$ cat config.mk
export PLATFORM = sky130hd
export DESIGN_NAME = mult_scheduler
export DESIGN_NICKNAME = d
export VERILOG_FILES = /design/src/rtl/mult_scheduler.sv
export SDC_FILE = /design/constraint.sdc
export NUM_CORES = 1
export LEC_CHECK = 0
export ABC_AREA = 0
export BUFFER_PORTS_ARGS = -buffer_cell sky130_fd_sc_hd__buf_2
export CORE_ASPECT_RATIO = 0.8
export CORE_MARGIN = 5
export CORE_UTILIZATION = 51
export CTS_CLUSTER_SIZE = 16
export DETAILED_ROUTE_END_ITERATION = 8
export GPL_ROUTABILITY_DRIVEN = 0
export PLACE_DENSITY = 0.75
export SLEW_MARGIN = 15
export SYNTH_ARGS = -nofsm -noshare
export SYNTH_HDL_FRONTEND = slang
export SYNTH_SLANG_ARGS = --single-unit
$ cat constraint.sdc
create_clock -name clk_i -period 3.6 [get_ports clk_i]
set_clock_uncertainty 0.1 [all_clocks]
set_input_delay 0.18 -clock clk_i [delete_from_list [all_inputs] [get_ports clk_i]]
set_output_delay 0.18 -clock clk_i [all_outputs]
set_load 0.01 [all_outputs]
$ cat src/rtl/mult_scheduler.sv
// Issue/retire scheduler for one shared pipelined multiplier.
// Keeps a {valid, tag} shadow of the mult pipe and arbitrates requesters.
module mult_scheduler #(
  parameter int NUM_REQ     = 2,
  parameter int MULT_STAGES = 4,
  parameter int TAG_W       = 6,
  localparam int SEL_W = (NUM_REQ > 1) ? $clog2(NUM_REQ) : 1,
  localparam int CNT_W = $clog2(MULT_STAGES + 1)
) (
  input  logic                     clk_i,
  input  logic                     rst_ni,
  input  logic [NUM_REQ-1:0]       req_valid_i,
  input  logic [NUM_REQ*TAG_W-1:0] req_tag_i,
  input  logic                     flush_i,
  input  logic                     cdb_grant_i,
  input  logic                     mult_done_i,
  output logic [NUM_REQ-1:0]       grant_o,
  output logic                     mult_start_o,
  output logic [SEL_W-1:0]         mult_sel_o,
  output logic                     mult_stall_o,
  output logic                     cdb_req_o,
  output logic [TAG_W-1:0]         cdb_tag_o,
  output logic [CNT_W-1:0]         inflight_o,
  output logic                     sync_err_o
);

  logic [MULT_STAGES-1:0]            vld_q, vld_d;
  logic [MULT_STAGES-1:0][TAG_W-1:0] tag_q, tag_d;
  logic [SEL_W-1:0]                  rr_q, rr_d;
  logic [CNT_W-1:0]                  cnt_q, cnt_d;
  logic                              err_q, err_d;

  logic             stall;
  logic             blk;
  logic             hit;
  logic [SEL_W-1:0] sel;
  logic [TAG_W-1:0] gtag;
  int               k;

  assign stall = vld_q[MULT_STAGES-1] & ~cdb_grant_i;
  // Reset is folded in so no grant escapes while the block is held.
  assign blk   = stall | flush_i | ~rst_ni;

  // Round-robin search starting at rr_q, wrapping modulo NUM_REQ.
  always_comb begin
    hit = 1'b0;
    sel = '0;
    k   = 0;
    for (int i = 0; i < NUM_REQ; i++) begin
      k = int'(rr_q) + i;
      if (k >= NUM_REQ) k = k - NUM_REQ;
      if (!blk && !hit && req_valid_i[k]) begin
        hit = 1'b1;
        sel = SEL_W'(k);
      end
    end
  end

  assign gtag = req_tag_i[sel*TAG_W +: TAG_W];

  // Shadow pipe advance, pointer update, occupancy and sticky error.
  always_comb begin
    vld_d = vld_q;
    tag_d = tag_q;
    rr_d  = rr_q;
    err_d = err_q | ((mult_done_i != vld_q[MULT_STAGES-1]) & ~flush_i);
    cnt_d = '0;
    if (flush_i) begin
      vld_d = '0;
      rr_d  = '0;
    end else begin
      if (!stall) begin
        for (int i = MULT_STAGES - 1; i > 0; i--) begin
          vld_d[i] = vld_q[i-1];
          tag_d[i] = tag_q[i-1];
        end
        vld_d[0] = hit;
        tag_d[0] = hit ? gtag : '0;
      end
      if (hit) begin
        rr_d = (sel == SEL_W'(NUM_REQ - 1)) ? '0 : sel + SEL_W'(1);
      end
    end
    for (int i = 0; i < MULT_STAGES; i++) begin
      cnt_d = cnt_d + CNT_W'(vld_d[i]);
    end
  end

  // State registers, cleared asynchronously.
  always_ff @(posedge clk_i or negedge rst_ni) begin
    if (!rst_ni) begin
      vld_q <= '0;
      tag_q <= '0;
      rr_q  <= '0;
      cnt_q <= '0;
      err_q <= 1'b0;
    end else begin
      vld_q <= vld_d;
      tag_q <= tag_d;
      rr_q  <= rr_d;
      cnt_q <= cnt_d;
      err_q <= err_d;
    end
  end

  assign grant_o      = hit ? (NUM_REQ'(1) << sel) : '0;
  assign mult_start_o = hit;
  assign mult_sel_o   = sel;
  assign mult_stall_o = stall;
  assign cdb_req_o    = vld_q[MULT_STAGES-1];
  assign cdb_tag_o    = tag_q[MULT_STAGES-1];
  assign inflight_o   = cnt_q;
  assign sync_err_o   = err_q;

endmodule

* Yosys cells after proc, flatten, opt, wreduce, memory -nomap -nowiden
Cells that the tools add are included.
** Storage, ports and cells
- Flip-flop bits (word level) :: 33
- Output and inout bits :: 16
- Word-level logic and storage cells :: 58
** Cells by class
- $add $sub $neg :: 7
- $mul :: 1
- Order comparisons :: 4
- Equal/unequal tests :: 1
- Shift-type cells :: 2
- Muxes and demuxes :: 19
- Bitwise logic cells :: 9
- Reductions and logical operators :: 7
** Operators by type and width (number)
- less-than comparator 32 x 3 -> 1 bit (second input constant) :: 2
- 2-to-1 mux 32 bit :: 2
- 2-to-1 mux 1 bit :: 13
- indexed part select 12 x 5 -> 6 bit :: 1
- 2-to-1 mux 4 bit :: 2
- 2-to-1 mux 6 bit :: 1
- inverter 1 bit :: 4
- adder 2 x 1 -> 3 bit :: 1
- adder 3 x 1 -> 3 bit :: 1
- logical AND 1 bit :: 3
- multiplier 1 x 2 -> 3 bit (second input constant) :: 1
- bitwise OR 1 bit :: 3
- subtractor 1 x 2 -> 3 bit (second input constant) :: 1
- subtractor 2 x 2 -> 3 bit (second input constant) :: 1
- adder 1 x 1 -> 2 bit :: 1
- adder 1 x 1 -> 2 bit (second input constant) :: 1
- AND 1 bit :: 2
- greater-or-equal comparator 1 x 2 -> 1 bit (second input constant) :: 1
- greater-or-equal comparator 2 bit (second input constant) :: 1
- logical NOT 1 bit :: 2
- 2-to-1 mux 2 bit :: 1
- AND reduction 2 bit :: 1
- nonzero test 2 bit :: 1
- left shift 1 x 1 -> 2 bit (first input constant) :: 1
- 2 further kinds :: 2

* Logic depth before layout (Yosys ltp)
Gate-level depths: netlist of the first run.
- Depth in word-level cells :: 16
- Depth in mapped cells :: 7
- Mapped depth without buffers :: 7

* Least setup slack after synthesis of the first run
No wires, ideal clock.
- Path kind :: reg-to-reg
- From :: register vld_q[3]
- To :: register cnt_q[1], in the netlist inflight_o[1]
- Setup time :: 126 ps
- Arrival time :: 1884 ps
- Setup slack :: 1490 ps
- Stages on the path, launching flop included :: 8
- Buffers on the path :: 0
- Cell sequence :: dfrtp_1 -> nand2b_4 -> nand3_4 -> inv_2 -> a31o_1 -> fa_1 -> ha_1 -> ha_1
** On the way
- Longest elaborated chain between the ends :: 15
** RTL lines
- start, declared :: line 27 : logic [MULT_STAGES-1:0] vld_q, vld_d;
- start signal, assigned :: line 98 : vld_q <= vld_d;
- AND 1 bit (*) :: line 40 : assign stall = vld_q[MULT_STAGES-1] & ~cdb_grant_i;
- bitwise OR 1 bit (*) (2 in series) :: line 42 : assign blk = stall | flush_i | ~rst_ni;
- logical NOT 1 bit (*) :: line 52 : if (!blk && !hit && req_valid_i[k]) begin
- logical AND 1 bit :: line 52
- 2-to-1 mux 1 bit :: line 52
- logical NOT 1 bit :: line 52
- logical AND 1 bit (2 in series) :: line 52
- 2-to-1 mux 1 bit (*) :: line 52
- net mult_start_o :: line 18 : output logic mult_start_o,
- 2-to-1 mux 4 bit (*) :: line 72 : if (!stall) begin
- 2-to-1 mux 4 bit (*) :: line 68 : if (flush_i) begin
- net vld_d[0] :: line 27
- adder 1 x 1 -> 2 bit (*) :: line 85 : cnt_d = cnt_d + CNT_W'(vld_d[i]);
- adder 2 x 1 -> 3 bit (*) :: line 85
- adder 3 x 1 -> 3 bit (*) :: line 85
- net cnt_d[1] :: line 30 : logic [CNT_W-1:0] cnt_q, cnt_d;
- end signal, assigned :: line 101 : cnt_q <= cnt_d;
- end, declared :: line 30
The timed path passes the listed nets; every way through them passes the cells marked *.
A chain may end at the register's enable or synchronous reset.

* Final worst setup path of the first run
- From :: input port rst_ni
- To :: register cnt_q[1], in the netlist inflight_o[1]
** On the way
- Longest elaborated chain between the ends :: 14
** RTL lines
- start, declared :: line 11 : input logic rst_ni,
- inverter 1 bit (*) :: line 42
- bitwise OR 1 bit (*) :: line 42
- logical NOT 1 bit (*) :: line 52
- logical AND 1 bit :: line 52
- 2-to-1 mux 1 bit :: line 52
- logical NOT 1 bit :: line 52
- logical AND 1 bit (2 in series) :: line 52
- 2-to-1 mux 1 bit (*) :: line 52
- 2-to-1 mux 4 bit (*) :: line 72
- 2-to-1 mux 4 bit (*) :: line 68
- net vld_d[0] :: line 27
- adder 1 x 1 -> 2 bit (*) :: line 85
- adder 2 x 1 -> 3 bit (*) :: line 85
- adder 3 x 1 -> 3 bit (*) :: line 85
- net cnt_d[1] :: line 30
Marked as above.

==> impl_metrics.yaml, run 1 <==
run_status:
  status: "finished clean"
route:
  dr_wl_met3_um: 151
  drt_iter0_markers: 26
  met2_length_mm: 1.225
  vias: 1007
  antenna_left: 0
  routed.top_layer: "met4"
  drc_errors: 0
  detail_route.first_pass.iterations: 4
  routedWlPerCell_um: 11.88
  met1Wirelength_mm: 1.137
  wl_mm: 2.567
  vias_per_cell: 4.662
final_layout:
  fin_area_um2: 1659
  nNetsFinal: 199
  drive_above_1_share_pct: 31.46
  syn2layout_area_growth_pct: 15.20
  n_antenna_cell: 0
  n_fill_cell: 244
hold_path:
  min_from: "flush_i"
  hp-class: "in2reg"
  worstHoldEndpoint: "rr_q$_DFFE_PN0P_"
  min_path_cells: 2
sta:
  relSlewSlack_pct: 72.58
  rsz0062_at_grt: "false"
  setup_tns_ns: 0
  worst_pin_slew_ns: 0.4099
  setup_viol: 0
  max_freq_ghz: 0.4408
  finalMaxSlewViolations: 0
  holdWs_ns: 0.02122
  finalCriticalPeriod_ns: 2.269
  finalHoldViolCount: 0
  period_share_pct: 63.02
synth:
  ys_ff_latch: 33
  synth-seq-area-share_pct: 57.34
  synth_area_leaders: "dfrtp_1 57%, nand2_1 17%, buf_4 4.7%"
  synth_cell_types: 23
  postSynthAreaPerCell_um2: 10.07
  synthesis.nets: 165
  synth_largest_area_cell: "dfrtp_1"
  syn_inst: 143
  syn-cell-area_um2: 1440
  synth_top_area_share_pct: 57.34
  ys.warnings.count: 0
die:
  ios: 35
  dieArea_um2: 3993
  std_cell_rows: 17
  core_um2: 2744
  die_w_um: 69.41
  die_y_um: 57.53
  initial_core_util_pct: 52.49
clock_tree:
  htree_levels: 2
  clkLatencyLatePin_ns: 0.33
  clock_path_buffers: 2
  cts_root_buf: "clkbuf_4"
  cts_tree: "done"
  numCtsBuffers: 5
  cts_sinks: 33
  path_clk_slew_ns: 0.10
  cts-resized-gates: 0
global_routing:
  grt_antenna_before_repair: 0
  grt_pass1_vias: 1054
  grt_max_degree: 34
  grt_overflow_total: 0
  grt_pass1_wl_mm: 4.671
  track_usage_pct: 15.23
placed_design:
  dp_hpwl_mm: 1.882
  io_buffers: 34
  postPlaceCellArea_um2: 1598
worst_setup_path:
  max_stage_delay_ns: 0.53
  crit_type: "in2reg"
  crit_fanout: 10
  rrSetupSlack_ns: 1.45
  worstPathRequired_ns: 3.72
  critPathLaunchType: "input pin"
  r2r-end: "inflight_o[1]$_DFF_PN0_"
  crit_family: "adder cells"
  rr_worst_depth: 7
  crit_path_cell_trace: "dlygate4sd3_1 -> buf_2 -> o21a_1 -> nand3_4 -> inv_2 -> a31o_1 -> fa_1 -> ha_1 -> ha_1"
  cp_slowest_cell: "dlygate4sd3_1"
  crit_path_end_kind: "flop"
  cp_common_cell: "ha_1"
  cp.arrival_ns: 2.39
  reg2reg_from: "vld_q[3]$_DFF_PN0_"
  cp_num_buf_inv: 3
power_and_ir_drop:
  p_leak_nw: 0.9544
  power.total_mw: 0.7079
  pwr_density_cell_nw_per_um2: 426.7
  ir_worst_vdd_uv: 199.6
job:
  max-cap-violations: 0
## worst max path at each step
stage	from	endpoint	slack, ns	depth (start not counted)
after global routing	rst_ni	inflight_o[1]$_DFF_PN0_	1.25	9
after detailed placement	req_valid_i[1]	inflight_o[1]$_DFF_PN0_	1.42	8
after CTS	rst_ni	inflight_o[1]$_DFF_PN0_	1.33	9
final	rst_ni	inflight_o[1]$_DFF_PN0_	1.33	9
after floorplan	vld_q[3]$_DFF_PN0_	inflight_o[1]$_DFF_PN0_	1.49	7
after global placement	req_valid_i[1]	inflight_o[1]$_DFF_PN0_	1.50	8
## layout make-up
cell class | count | area [um^2] | share of cell area [%]
Tap cell | 38 | 47.55 | 2.866
Sequential cell | 33 | 825.8 | 49.77
Timing Repair Buffer | 36 | 187.7 | 11.31
Clock inverter | 2 | 10.01 | 0.6033
Multi-Input combinational cell | 97 | 531.8 | 32.05
Inverter | 4 | 15.01 | 0.9050
Clock buffer | 6 | 41.29 | 2.489
## metal layers
metal / vias to the layer above / GRT usage [%]
li1: 517 / -
met2: 21 / 25.54
met3: 5 / 4.049
met5: - / 0
met1: 464 / 17.66
met4: 0 / 9.192
## cell usage in the layout, fill, tap and decap left out, types with 2 or more instances in the layout
cell type,netlist,layout
nand2_1,64,64
buf_2,0,34
dfrtp_1,33,33
mux2i_1,6,6
clkbuf_4,0,5
inv_2,4,4
o21ai_2,4,4
nor2_1,3,3
a21oi_1,3,3
o21ai_1,2,2
ha_1,2,2
clkinv_2,0,2
## cell usage after synthesis, drive strengths merged
master	count
inv	4
o21a	1
dfrtp	33
fa	1
a21oi	3
buf	9
nor2b	1
nand3	1
nand2b	1
xor2	1
a31o	1
nand2	65
mux2i	6
nor3	1
nor2	5
o21ai	7
ha	2
a21o	1
## cells by family after synthesis
kind of cell | synth area share, %
adder cells (fa/ha/maj) | 3.127
multiplexers | 4.170
AO/OA/AOI/OAI | 6.951
XOR/XNOR | 0.6083
AND/OR/NAND/NOR | 22.07
flip-flops | 57.34
buffers and inverters | 5.734
## registers in the layout, summed over array words and instances (netlist names)
| name | cells |
|---|---|
| vld_q | 4 |
| tag_q | 18 |
| inflight_o | 3 |
| rr_q | 1 |
| cdb_tag_o | 6 |
| sync_err_o | 1 |
## power by group
| part | switching (mW) | leakage [nW] | total [mW] | internal, mW |
|---|---|---|---|---|
| Clock | 0.117 | 0.0320 | 0.191 | 0.0742 |
| Sequential | 0.0165 | 0.437 | 0.419 | 0.403 |
| Combinational | 0.0578 | 0.485 | 0.0972 | 0.0394 |
## stage by stage
| step | setup slack, ns | utilization [%] | instances |
|---|---|---|---|
| CTS | 1.331 | 60.47 | 216 |
| global route | 1.254 | 60.47 | 216 |
| finish | 1.331 | 60.47 | 216 |
| detailed placement | 1.423 | 58.23 | 207 |
| global placement | 1.498 | 58.23 | 207 |
| floorplan | 1.490 | - | 143 |
## repair_timing
item,CTS,global route
setup endpoints to repair,0,0
hold endpoints to repair,33,0
hold buffers,1,0
setup buffers,0,0
Note: power is estimated with default switching activity, not from simulation.
==> run 2, diff against run 1 <==
--- a/config.mk
+++ b/config.mk
@@ -9,11 +9,11 @@
 export BUFFER_PORTS_ARGS = -buffer_cell sky130_fd_sc_hd__buf_2
 export CORE_ASPECT_RATIO = 0.8
 export CORE_MARGIN = 5
-export CORE_UTILIZATION = 51
+export CORE_UTILIZATION = 47
 export CTS_CLUSTER_SIZE = 16
 export DETAILED_ROUTE_END_ITERATION = 8
 export GPL_ROUTABILITY_DRIVEN = 0
-export PLACE_DENSITY = 0.75
+export PLACE_DENSITY = 0.72
 export SLEW_MARGIN = 15
 export SYNTH_ARGS = -nofsm -noshare
 export SYNTH_HDL_FRONTEND = slang
==> constraint.sdc (replaced) <==
create_clock -name clk_i -period 1.9 [get_ports clk_i]
set_clock_uncertainty 0.1 [all_clocks]
set_input_delay 0.095 -clock clk_i [delete_from_list [all_inputs] [get_ports clk_i]]
set_output_delay 0.095 -clock clk_i [all_outputs]
set_load 0.01 [all_outputs]
==> run 2 against run 1 <==
Net effect: the run now ends with setup timing left; count of clock-buffer cells in the layout decreased by 1; combinational power up 120%; largest power group unchanged; via count increased by 8.7%; critical endpoint unchanged; routed wire length up 9.2%; sequential power rose by 90%; cell count grew 9.3%; first-iteration DRC count rose to 3.4 times the previous value; critical path type is now reg2reg; sequential share of layout area shrank 5.9 points; hold slack got worse by 0.020 ns.
==> impl_metrics.yaml, run 2 (synthesized netlist as in run 1, its figures left out) <==
sta:
  finalCriticalPeriod_ns: 1.924
  rsz0062_at_grt: "true"
  worst_pin_slew_ns: 0.4048
  finalMaxSlewViolations: 0
  setup_viol: 1
  relSlewSlack_pct: 73.01
  period_share_pct: 101.3
  worst_slack_ns: -0.02385
  finalHoldViolCount: 0
  max_freq_ghz: 0.5198
worst_setup_path:
  critPathLaunchType: "flop"
  crit_family: "adder cells"
  cp.arrival_ns: 2.00
  crit_path_end_kind: "flop"
  worstPathRequired_ns: 1.98
  crit_path_cell_trace: "nand2b_4 -> inv_4 -> a31o_1 -> fa_1 -> ha_2 -> ha_4"
  cp_num_buf_inv: 1
  rr_worst_depth: 6
  crit_type: "reg2reg"
  cp-startpoint: "vld_q[3]$_DFF_PN0_"
  cp_slowest_cell: "fa_1"
  crit_fanout: 5
  max_stage_delay_ns: 0.49
  cp.depth: 6
  reg2reg_from: "vld_q[3]$_DFF_PN0_"
die:
  core_um2: 3018
  die_w_um: 71.89
  std_cell_rows: 18
  initial_core_util_pct: 47.72
  dieArea_um2: 4278
  ios: 35
  die_y_um: 59.51
final_layout:
  final_cell_mix: "64 x nand2_1, 34 x buf_2, 32 x dfrtp_1"
  fin_util_pct: 62.44
  n_fill_cell: 261
  largest_register_ffs: 18
  n_antenna_cell: 0
  syn2layout_area_growth_pct: 30.84
  final_common_cell: "nand2_1"
  drive_above_1_share_pct: 36.22
  top_register: "tag_q"
  nNetsFinal: 217
clock_tree:
  cts_root_buf: "clkbuf_8"
  clkLatencyLatePin_ns: 0.28
  numCtsBuffers: 5
  clock_path_buffers: 2
  htree_levels: 2
  cts_sinks: 33
  cts_tree: "done"
  path_clk_slew_ns: 0.07
job:
  max-cap-violations: 0
route:
  antenna_left: 0
  wl_mm: 2.803
  routedWlPerCell_um: 11.88
  vias_per_cell: 4.640
  detail_route.first_pass.iterations: 4
  vias: 1095
  drc_errors: 0
  drt_iter0_markers: 88
global_routing:
  grt_max_degree: 34
  track_usage_pct: 15.57
  grt_pass1_vias: 1083
  grt_overflow_total: 0
  grt_pass1_wl_mm: 4.995
  grt_antenna_before_repair: 0
power_and_ir_drop:
  p_leak_nw: 1.041
  pwr_density_cell_nw_per_um2: 804.6
  ir_worst_vdd_uv: 477.5
run_status:
  status: "complete, but fails checks"
  violations: "setup timing"
hold_path:
  min_from: "req_tag_i[9]"
  min_path_cells: 3
  hp-class: "in2reg"
placed_design:
  pre_cts_slack_ns: -0.05534
  io_buffers: 34
  dp_hpwl_mm: 1.891
[run 2: worst paths after layout]
| check | endpoint | slack (ns) |
|---|---|---|
| setup / recovery | inflight_o[1]$_DFF_PN0_ | -0.02 |
| min in group asynchronous | tag_q[7]$_DFFE_PN0N_ | 0.33 |
| setup reg to reg | inflight_o[1]$_DFF_PN0_ | -0.02 |
| max in group asynchronous | vld_q[3]$_DFF_PN0_ | 1.06 |
| hold / removal | tag_q[3]$_DFFE_PN0N_ | 0.001 |
| hold reg to reg | cdb_tag_o[2]$_DFFE_PN0N_ | 0.36 |
[run 2: final cells by class]
cell class | instances | area, um^2 | share of cell area, %
sequential | 33 | 827.0 | 43.89
multi-input combinational | 97 | 555.5 | 29.48
timing repair buffer | 54 | 347.8 | 18.46
clock buffer | 5 | 68.82 | 3.652
tap | 40 | 50.05 | 2.656
clock inverter | 3 | 17.52 | 0.9296
inverter | 4 | 17.52 | 0.9296
[run 2: through the flow]
stage / hold WS, ns / total power [mW] / cell area, um^2 / std cells / TNS (ns)
final: 0.001209 / 1.516 / 1884 / 236 / -0.02385
after global routing: 0.01476 / 1.609 / 1884 / 236 / -0.06865
after CTS: 0.001726 / 1.537 / 1864 / 234 / -0.04430
after detailed placement: 0.09838 / 1.001 / 1645 / 214 / -0.05534
after global placement: 0.09145 / 0.9915 / 1645 / 214 / 0
after floorplan: -0.3006 / 0.9372 / 1448 / 143 / -0.07763
[run 2: power by group]
part	internal, mW	total [mW]	switching, mW
clock	0.252	0.508	0.255
combinational	0.0990	0.213	0.114
sequential	0.765	0.795	0.0307
total	1.12	1.52	0.400
[run 2: worst register-to-register path, cell delays in order (launching register included)]
cell	delay [ns]
dfrtp_2	0.43
nand2b_4	0.12
inv_4	0.06
a31o_1	0.24
fa_1	0.50
ha_2	0.19
ha_4	0.19
[run 2: layer usage]
layer,routed length (um),global-route usage (%),vias up
met1,1247,19.07,509
met2,1342,24.61,31
li1,-,-,549
met5,0,0,-
met4,47,7.239,0
met3,165,5.763,6
[run 2: what timing repair did]
item / 4_1_cts / 5_1_grt
pin swaps: 3 / 2
setup endpoints to repair: 1 / 2
setup buffers: 1 / 2
hold buffers: 11 / 0
hold endpoints to repair: 38 / 0
gates resized for setup: 2 / 2
